### config.mk
export PLATFORM = sky130hd
export DESIGN_NAME = vram_port_arbiter_flat
export DESIGN_NICKNAME = d
export VERILOG_FILES = /design/src/rtl/vram_port_arbiter_pkg.sv /design/src/rtl/vram_port_arbiter_if.sv /design/src/rtl/vram_port_arbiter_rsp_pipe.sv /design/src/rtl/vram_port_arbiter.sv /design/src/flat_wrapper.sv
export SDC_FILE = /design/constraint.sdc
export NUM_CORES = 1
export LEC_CHECK = 0
export ABC_AREA = 1
export CAP_MARGIN = 10
export CORE_ASPECT_RATIO = 1.5
export CORE_MARGIN = 4
export CORE_UTILIZATION = 33
export DETAILED_ROUTE_END_ITERATION = 6
export PLACE_DENSITY = 0.78
export SLEW_MARGIN = 20
export SYNTH_ARGS = -nofsm -noshare
export SYNTH_HDL_FRONTEND = slang
export SYNTH_SLANG_ARGS = --single-unit
### constraint.sdc
create_clock -name clk -period 1.4 [get_ports clk]
set_input_delay 0.42 -clock clk [delete_from_list [all_inputs] [get_ports clk]]
set_output_delay 0.42 -clock clk [all_outputs]
set_load 0.01 [all_outputs]
### src/rtl/vram_port_arbiter_pkg.sv
// vram_arb_pkg
// Shared defaults and the requester tag encoding for the video RAM port
// arbiter. The tag travels alongside each issued access so that a returned
// read word can be routed back to whoever asked for it.
//
// Optional build macro used by the arbiter: VRAM_ARB_STATS_EN
package vram_arb_pkg;

   localparam int DEF_ADDR_W        = 11;  // 2048 words
   localparam int DEF_DATA_W        = 9;
   localparam int DEF_READ_LATENCY  = 2;   // pipelined-output BSRAM
   localparam int DEF_MAX_HOST_WAIT = 4;

   typedef enum logic [1:0] {
      TAG_NONE = 2'd0,
      TAG_VID  = 2'd1,
      TAG_HOST = 2'd2
   } req_tag_e;

endpackage

### src/rtl/vram_port_arbiter_if.sv
// vram_port_arbiter_if
// Bundles the two requester handshakes and the RAM pin signals.
//   slave  : arbiter side (takes requests, drives RAM pins and responses)
//   master : environment side (requesters plus the RAM model)
// With VRAM_ARB_STATS_EN defined the two statistics counters are carried too.
interface vram_port_arbiter_if
   import vram_arb_pkg::*;
#(
   parameter int ADDR_W = DEF_ADDR_W,
   parameter int DATA_W = DEF_DATA_W
);

   logic              vid_req_valid;
   logic [ADDR_W-1:0] vid_req_addr;
   logic              vid_req_ready;
   logic              vid_rsp_valid;
   logic [DATA_W-1:0] vid_rsp_data;

   logic              host_req_valid;
   logic              host_req_we;
   logic [ADDR_W-1:0] host_req_addr;
   logic [DATA_W-1:0] host_req_wdata;
   logic              host_req_ready;
   logic              host_rsp_valid;
   logic [DATA_W-1:0] host_rsp_data;

   logic              ram_ce;
   logic              ram_wre;
   logic [ADDR_W+2:0] ram_ad;
   logic [DATA_W-1:0] ram_di;
   logic [DATA_W-1:0] ram_do;

`ifdef VRAM_ARB_STATS_EN
   logic [15:0]       vid_stall_cnt;
   logic [15:0]       host_force_cnt;
`endif

   modport slave (
      input  vid_req_valid, vid_req_addr,
      input  host_req_valid, host_req_we, host_req_addr, host_req_wdata,
      input  ram_do,
      output vid_req_ready, vid_rsp_valid, vid_rsp_data,
      output host_req_ready, host_rsp_valid, host_rsp_data,
      output ram_ce, ram_wre, ram_ad, ram_di
`ifdef VRAM_ARB_STATS_EN
      , output vid_stall_cnt, host_force_cnt
`endif
   );

   modport master (
      output vid_req_valid, vid_req_addr,
      output host_req_valid, host_req_we, host_req_addr, host_req_wdata,
      output ram_do,
      input  vid_req_ready, vid_rsp_valid, vid_rsp_data,
      input  host_req_ready, host_rsp_valid, host_rsp_data,
      input  ram_ce, ram_wre, ram_ad, ram_di
`ifdef VRAM_ARB_STATS_EN
      , input vid_stall_cnt, host_force_cnt
`endif
   );

endinterface

### src/rtl/vram_port_arbiter_rsp_pipe.sv
// vram_rsp_pipe
// Tag shift register that follows each issued access through the RAM
// pipeline, plus the demux that steers ram_do to the issuing requester.
// A tag entering at the accept edge reaches the last stage exactly when the
// RAM presents the matching word, so the response outputs are combinational
// from the last stage and ram_do.
//
// Ports
//   clk, reset_n      clock, async active-low reset (clears all tags)
//   issue_tag         tag of the access accepted this cycle (NONE if idle/write)
//   ram_do            RAM read data
//   vid_rsp_valid/_data, host_rsp_valid/_data   routed responses
module vram_rsp_pipe
   import vram_arb_pkg::*;
#(
   parameter int DATA_W = DEF_DATA_W,
   parameter int DEPTH  = DEF_READ_LATENCY + 1
) (
   input  logic              clk,
   input  logic              reset_n,
   input  req_tag_e          issue_tag,
   input  logic [DATA_W-1:0] ram_do,
   output logic              vid_rsp_valid,
   output logic [DATA_W-1:0] vid_rsp_data,
   output logic              host_rsp_valid,
   output logic [DATA_W-1:0] host_rsp_data
);

   req_tag_e tag_q [DEPTH];

   always_ff @(posedge clk or negedge reset_n) begin
      if (!reset_n) begin
         for (int i = 0; i < DEPTH; i++) tag_q[i] <= TAG_NONE;
      end else begin
         tag_q[0] <= issue_tag;
         for (int i = 1; i < DEPTH; i++) tag_q[i] <= tag_q[i-1];
      end
   end

   // Data is forced to zero when not valid so idle/reset outputs stay quiet.
   always_comb begin
      vid_rsp_valid  = (tag_q[DEPTH-1] == TAG_VID);
      host_rsp_valid = (tag_q[DEPTH-1] == TAG_HOST);
      vid_rsp_data   = vid_rsp_valid  ? ram_do : '0;
      host_rsp_data  = host_rsp_valid ? ram_do : '0;
   end

endmodule

### src/rtl/vram_port_arbiter.sv
// vram_port_arbiter
// Shares one pipelined-output BSRAM port between the video scan-out fetcher
// (read-only, wins ties) and the host (read/write). A host that has been
// stalled MAX_HOST_WAIT consecutive cycles is force-granted for one access.
// RAM pin signals are registered; returned reads are routed by vram_rsp_pipe.
//
// Ports
//   clk      single clock for the block and the RAM port
//   reset_n  async active-low reset
//   bus      vram_port_arbiter_if.slave: requester handshakes, responses,
//            RAM pins (ram_ce, ram_wre, ram_ad, ram_di, ram_do)
//
// Build option VRAM_ARB_STATS_EN adds vid_stall_cnt and host_force_cnt
// (16-bit saturating) on the interface; arbitration is unchanged.
module vram_port_arbiter
   import vram_arb_pkg::*;
#(
   parameter int ADDR_W        = DEF_ADDR_W,
   parameter int DATA_W        = DEF_DATA_W,
   parameter int READ_LATENCY  = DEF_READ_LATENCY,
   parameter int MAX_HOST_WAIT = DEF_MAX_HOST_WAIT
) (
   input  logic          clk,
   input  logic          reset_n,
   vram_port_arbiter_if.slave bus
);

   localparam int WAIT_W = $clog2(MAX_HOST_WAIT + 1);

   logic [WAIT_W-1:0] wait_cnt;
   logic              force_host;
   logic              vid_ready;
   logic              host_ready;
   req_tag_e          issue_tag;

   logic              ram_ce_q;
   logic              ram_wre_q;
   logic [ADDR_W+2:0] ram_ad_q;
   logic [DATA_W-1:0] ram_di_q;

   logic              vid_rsp_valid;
   logic [DATA_W-1:0] vid_rsp_data;
   logic              host_rsp_valid;
   logic [DATA_W-1:0] host_rsp_data;

   assign force_host = (wait_cnt == WAIT_W'(MAX_HOST_WAIT));

   // Grant: readies only rise with their own valid, so each ready doubles as
   // the transfer strobe for that requester.
   always_comb begin
      host_ready = bus.host_req_valid && (!bus.vid_req_valid || force_host);
      vid_ready  = bus.vid_req_valid && !host_ready;
      issue_tag  = TAG_NONE;
      if (vid_ready)                          issue_tag = TAG_VID;
      else if (host_ready && !bus.host_req_we) issue_tag = TAG_HOST;
   end

   always_ff @(posedge clk or negedge reset_n) begin
      if (!reset_n) begin
         wait_cnt <= '0;
      end else if (bus.host_req_valid && !host_ready) begin
         if (!force_host) wait_cnt <= wait_cnt + WAIT_W'(1);
      end else begin
         wait_cnt <= '0;
      end
   end

   // Address/data hold on idle cycles; only CE and WRE drop.
   always_ff @(posedge clk or negedge reset_n) begin
      if (!reset_n) begin
         ram_ce_q  <= 1'b0;
         ram_wre_q <= 1'b0;
         ram_ad_q  <= '0;
         ram_di_q  <= '0;
      end else begin
         ram_ce_q  <= vid_ready || host_ready;
         ram_wre_q <= host_ready && bus.host_req_we;
         if (host_ready) begin
            ram_ad_q <= {bus.host_req_addr, 3'b000};
            ram_di_q <= bus.host_req_wdata;
         end else if (vid_ready) begin
            ram_ad_q <= {bus.vid_req_addr, 3'b000};
         end
      end
   end

   vram_rsp_pipe #(
      .DATA_W (DATA_W),
      .DEPTH  (READ_LATENCY + 1)
   ) u_rsp_pipe (
      .clk            (clk),
      .reset_n        (reset_n),
      .issue_tag      (issue_tag),
      .ram_do         (bus.ram_do),
      .vid_rsp_valid  (vid_rsp_valid),
      .vid_rsp_data   (vid_rsp_data),
      .host_rsp_valid (host_rsp_valid),
      .host_rsp_data  (host_rsp_data)
   );

   assign bus.vid_req_ready  = vid_ready;
   assign bus.host_req_ready = host_ready;
   assign bus.vid_rsp_valid  = vid_rsp_valid;
   assign bus.vid_rsp_data   = vid_rsp_data;
   assign bus.host_rsp_valid = host_rsp_valid;
   assign bus.host_rsp_data  = host_rsp_data;
   assign bus.ram_ce         = ram_ce_q;
   assign bus.ram_wre        = ram_wre_q;
   assign bus.ram_ad         = ram_ad_q;
   assign bus.ram_di         = ram_di_q;

`ifdef VRAM_ARB_STATS_EN
   logic [15:0] vid_stall_cnt_q;
   logic [15:0] host_force_cnt_q;

   always_ff @(posedge clk or negedge reset_n) begin
      if (!reset_n) begin
         vid_stall_cnt_q  <= '0;
         host_force_cnt_q <= '0;
      end else begin
         if (bus.vid_req_valid && !vid_ready && (vid_stall_cnt_q != 16'hFFFF))
            vid_stall_cnt_q <= vid_stall_cnt_q + 16'd1;
         if (host_ready && force_host && (host_force_cnt_q != 16'hFFFF))
            host_force_cnt_q <= host_force_cnt_q + 16'd1;
      end
   end

   assign bus.vid_stall_cnt  = vid_stall_cnt_q;
   assign bus.host_force_cnt = host_force_cnt_q;
`endif

endmodule

### src/flat_wrapper.sv
// flat-port wrapper written by rule: the top's interface ports become plain ports
module vram_port_arbiter_flat import vram_arb_pkg::*;
#(
   parameter int ADDR_W        = DEF_ADDR_W,
   parameter int DATA_W        = DEF_DATA_W,
   parameter int READ_LATENCY  = DEF_READ_LATENCY,
   parameter int MAX_HOST_WAIT = DEF_MAX_HOST_WAIT
)
  (clk, reset_n, bus_vid_req_valid, bus_vid_req_addr, bus_host_req_valid, bus_host_req_we, bus_host_req_addr, bus_host_req_wdata, bus_ram_do, bus_vid_req_ready, bus_vid_rsp_valid, bus_vid_rsp_data, bus_host_req_ready, bus_host_rsp_valid, bus_host_rsp_data, bus_ram_ce, bus_ram_wre, bus_ram_ad, bus_ram_di);
  vram_port_arbiter_if #(.ADDR_W(ADDR_W), .DATA_W(DATA_W)) bus_i ();
  input  logic clk;
  input  logic reset_n;
  input wire logic [$bits(bus_i.vid_req_valid)-1:0] bus_vid_req_valid;
  input wire logic [$bits(bus_i.vid_req_addr)-1:0] bus_vid_req_addr;
  input wire logic [$bits(bus_i.host_req_valid)-1:0] bus_host_req_valid;
  input wire logic [$bits(bus_i.host_req_we)-1:0] bus_host_req_we;
  input wire logic [$bits(bus_i.host_req_addr)-1:0] bus_host_req_addr;
  input wire logic [$bits(bus_i.host_req_wdata)-1:0] bus_host_req_wdata;
  input wire logic [$bits(bus_i.ram_do)-1:0] bus_ram_do;
  output wire logic [$bits(bus_i.vid_req_ready)-1:0] bus_vid_req_ready;
  output wire logic [$bits(bus_i.vid_rsp_valid)-1:0] bus_vid_rsp_valid;
  output wire logic [$bits(bus_i.vid_rsp_data)-1:0] bus_vid_rsp_data;
  output wire logic [$bits(bus_i.host_req_ready)-1:0] bus_host_req_ready;
  output wire logic [$bits(bus_i.host_rsp_valid)-1:0] bus_host_rsp_valid;
  output wire logic [$bits(bus_i.host_rsp_data)-1:0] bus_host_rsp_data;
  output wire logic [$bits(bus_i.ram_ce)-1:0] bus_ram_ce;
  output wire logic [$bits(bus_i.ram_wre)-1:0] bus_ram_wre;
  output wire logic [$bits(bus_i.ram_ad)-1:0] bus_ram_ad;
  output wire logic [$bits(bus_i.ram_di)-1:0] bus_ram_di;
  assign bus_i.vid_req_valid = bus_vid_req_valid;
  assign bus_i.vid_req_addr = bus_vid_req_addr;
  assign bus_i.host_req_valid = bus_host_req_valid;
  assign bus_i.host_req_we = bus_host_req_we;
  assign bus_i.host_req_addr = bus_host_req_addr;
  assign bus_i.host_req_wdata = bus_host_req_wdata;
  assign bus_i.ram_do = bus_ram_do;
  assign bus_vid_req_ready = bus_i.vid_req_ready;
  assign bus_vid_rsp_valid = bus_i.vid_rsp_valid;
  assign bus_vid_rsp_data = bus_i.vid_rsp_data;
  assign bus_host_req_ready = bus_i.host_req_ready;
  assign bus_host_rsp_valid = bus_i.host_rsp_valid;
  assign bus_host_rsp_data = bus_i.host_rsp_data;
  assign bus_ram_ce = bus_i.ram_ce;
  assign bus_ram_wre = bus_i.ram_wre;
  assign bus_ram_ad = bus_i.ram_ad;
  assign bus_ram_di = bus_i.ram_di;
  vram_port_arbiter #(.ADDR_W(ADDR_W), .DATA_W(DATA_W), .READ_LATENCY(READ_LATENCY), .MAX_HOST_WAIT(MAX_HOST_WAIT)) u_core (.clk(clk), .reset_n(reset_n), .bus(bus_i));
endmodule
==> qor.yml <==
outcome: "complete, but fails checks"
violations: "setup timing"
grt_pass1_wl_mm: 6.44
drv_cap: 0
grt_setup_unrepaired: "true"
design_area_um2: 2660
max-clock-path-buffers: 2
layout.nets: 341
fp.dieH_um: 89.0
synth_area_leader_cell: "dfrtp_1"
internal_power_mw: 1.73
p_seq_share_pct: 43.0
antenna_cells: 0
path_cells: "inv_1, ha_2, nand2_2, nand2_2, nand2_2, inv_4, nor2_4, buf_6"
dr.pass1.iters: 4
grt_overflow: 0
cp.required_ps: 980
drtIter0Drc: 41
die_x_um: 62.0
grt_max_degree: 32
synth_cell_type_count: 16
stdcell_count: 341
timing.final.ws_setup_ps: -319
power_density_nw_per_um2: 888
place_congestion: 0.738
area_growth_pct: 84.1
fmax_mhz: 582
dpl.hpwl_mm: 3.10
clock_sinks: 31
drc: 0
ys_seq_elements: 31
min_period_ps: 1720
io_buffers: 88
postRouteAntennaNets: 0
synth_warnings: 0
core_area_um2: 4250
place_inst: 323
fin_crit_sh_pct: 123
synth_area_per_cell_um2: 7.72
vias: 1522
die_area_um2: 5520
drive_gt1_share_pct: 23.1
start_kind: "register"
multi_input_area_um2: 599
placed_area_um2: 2440
dpl_worst_slack_ps: -774
wl_per_cell_um: 12.7
seq_area_um2: 776
combPwrFrac_pct: 24.2
final_common_cell: "nand2_1"
root_buffer: "clkbuf_8"
critPathKind: "reg2out"
wl_mm: 4.33
ys_seq_area_share_pct: 53.7
hp-class: "reg2reg"
clk_pin_slew_ps: 60
crit_path_end_kind: "primary output"
routed_via_density: 4.46
h-tree-depth: 2
crit_family: "flip-flops"
pin_count: 92
setup_viol: 32
hold_viol: 0
crit_path_frequent_cell: "nand2_2"
worst-path-buf-inv: 3
synthesis.area_um2: 1440
grt_usage_pct: 15.8
synthTopCellsByArea: "dfrtp_1 (54%), nand2_1 (14%), nor2_1 (8.6%)"
p_switching_uw: 634
grt_pass1_vias: 1473
fillers: 377
final_max_slew_viol_count: 0
yosysTopAreaCellShare_pct: 53.7
numCtsBuffers: 5
swShare_pct: 26.9
ir_drop_uv: 704
clk_latency_ps: 280
leakagePower_nw: 1.41
path_max_fanout: 3
finClkSkew_ps: 7.31
rows: 29
max_stage_delay_ps: 380
initial_core_util_pct: 34.0
worstPathArrival_ps: 1300
cts_tree: "done"
syn_inst: 187
cp_slowest_cell: "dfrtp_1"
clkPwrFrac_pct: 32.8
grt_antenna_before_repair: 0
final_cell_mix: "nand2_1 (50), clkdlybuf4s50_1 (34), dfrtp_1 (31)"
[routing by layer]
metal | vias up | wire length, µm | part of all wire (%) | global-route usage (%)
met5 | - | 0 | 0 | 0
met4 | 0 | 94 | 2.2 | 6.56
met3 | 10 | 427 | 9.9 | 6.07
met2 | 68 | 2290 | 53 | 27.6
met1 | 684 | 1520 | 35 | 16.3
li1 | 760 | - | - | -
[through the flow]
step	utilization [%]	total power [mW]	hold slack (ps)	TNS (ps)
floorplan	-	1.24	124	-113
global placement	57.5	1.61	336	-16950
detailed placement	57.5	1.62	335	-18170
CTS	59.9	2.36	355	-5530
global route	62.6	2.49	362	-7280
finish	62.6	2.36	351	-5490
[path summary, 6_finish.rpt]
check	startpoint	to	slack (ps)	cells after the start
worst max-delay path	u_core.wait_cnt[1]	bus_vid_req_ready	-320	8
worst min-delay path	u_core.u_rsp_pipe.tag_q[3]	u_core.u_rsp_pipe.tag_q[1]	350	0
worst max register to register	u_core.wait_cnt[1]	u_core.bus.ram_di[5]	90	10
worst min register to register	u_core.u_rsp_pipe.tag_q[3]	u_core.u_rsp_pipe.tag_q[1]	350	0
max in group asynchronous	reset_n	u_core.bus.ram_wre	710	2
min in group asynchronous	reset_n	u_core.bus.ram_ad[12]	510	2
[synthesized netlist by cell type]
library cell   n
clkinv_1       1
nor3b_1        1
inv_1         28
nor3_1         2
clkbuf_1       1
inv_2          1
nand2_1       52
conb_1         1
buf_4          4
xnor2_1        1
nor2_1        33
ha_1           2
nand2_2        2
dfrtp_1       31
buf_2          5
nand3_1       22
[repair_timing]
item / CTS / global route
pin swaps: 16 / 12
buffers inserted: 7 / 1
hold buffers: 0 / 0
setup endpoints to repair: 54 / 42
resized for setup: 139 / 31
cloned: 2 / 0
[flip-flops by register name, summed over array words and instances (netlist names)]
register,cells
u_core.bus.ram_wre,1
u_core.wait_cnt,3
u_core.u_rsp_pipe.tag_q,6
u_core.bus.ram_di,9
u_core.bus.ram_ad,11
u_core.bus.ram_ce,1
[area by class of cell]
| type | count | share of cell area (%) |
|---|---|---|
| repair buffers | 106 | 37.6 |
| flip-flops and latches | 31 | 29.2 |
| multi-input cells | 119 | 22.5 |
| inverters | 30 | 4.38 |
| clock buffers | 7 | 3.62 |
| well taps | 46 | 2.16 |
| clock inverters | 1 | 0.282 |
| repair inverters | 1 | 0.188 |
[cell families after synthesis]
family                     Yosys count  synth area share, %
buffers and inverters               40                 11.9
adders and majority gates            2                 1.73
xor gates and xnor gates             1                0.607
DFF                                 31                 53.7
other                                1                0.260
and+or+nand+nor                    112                 31.8
[power groups by stage]
| stage | Combinational, mW | Sequential, mW | Clock (mW) |
|---|---|---|---|
| final | 0.572 | 1.01 | 0.774 |
| after global placement | 0.583 | 1.03 | 0 |
| after CTS | 0.550 | 1.01 | 0.800 |
| after global routing | 0.628 | 1.02 | 0.842 |
| after detailed placement | 0.591 | 1.03 | 0 |
| after floorplan | 0.173 | 1.06 | 0 |
[worst register-to-register path: cells and delay by family, from the launching register on]
kind	cells	cell delay, ps
simple gates	5	300
flops	1	350
fa+ha+maj	1	180
buf+inv	4	380
No activity file was read; power rests on OpenSTA's default activity.
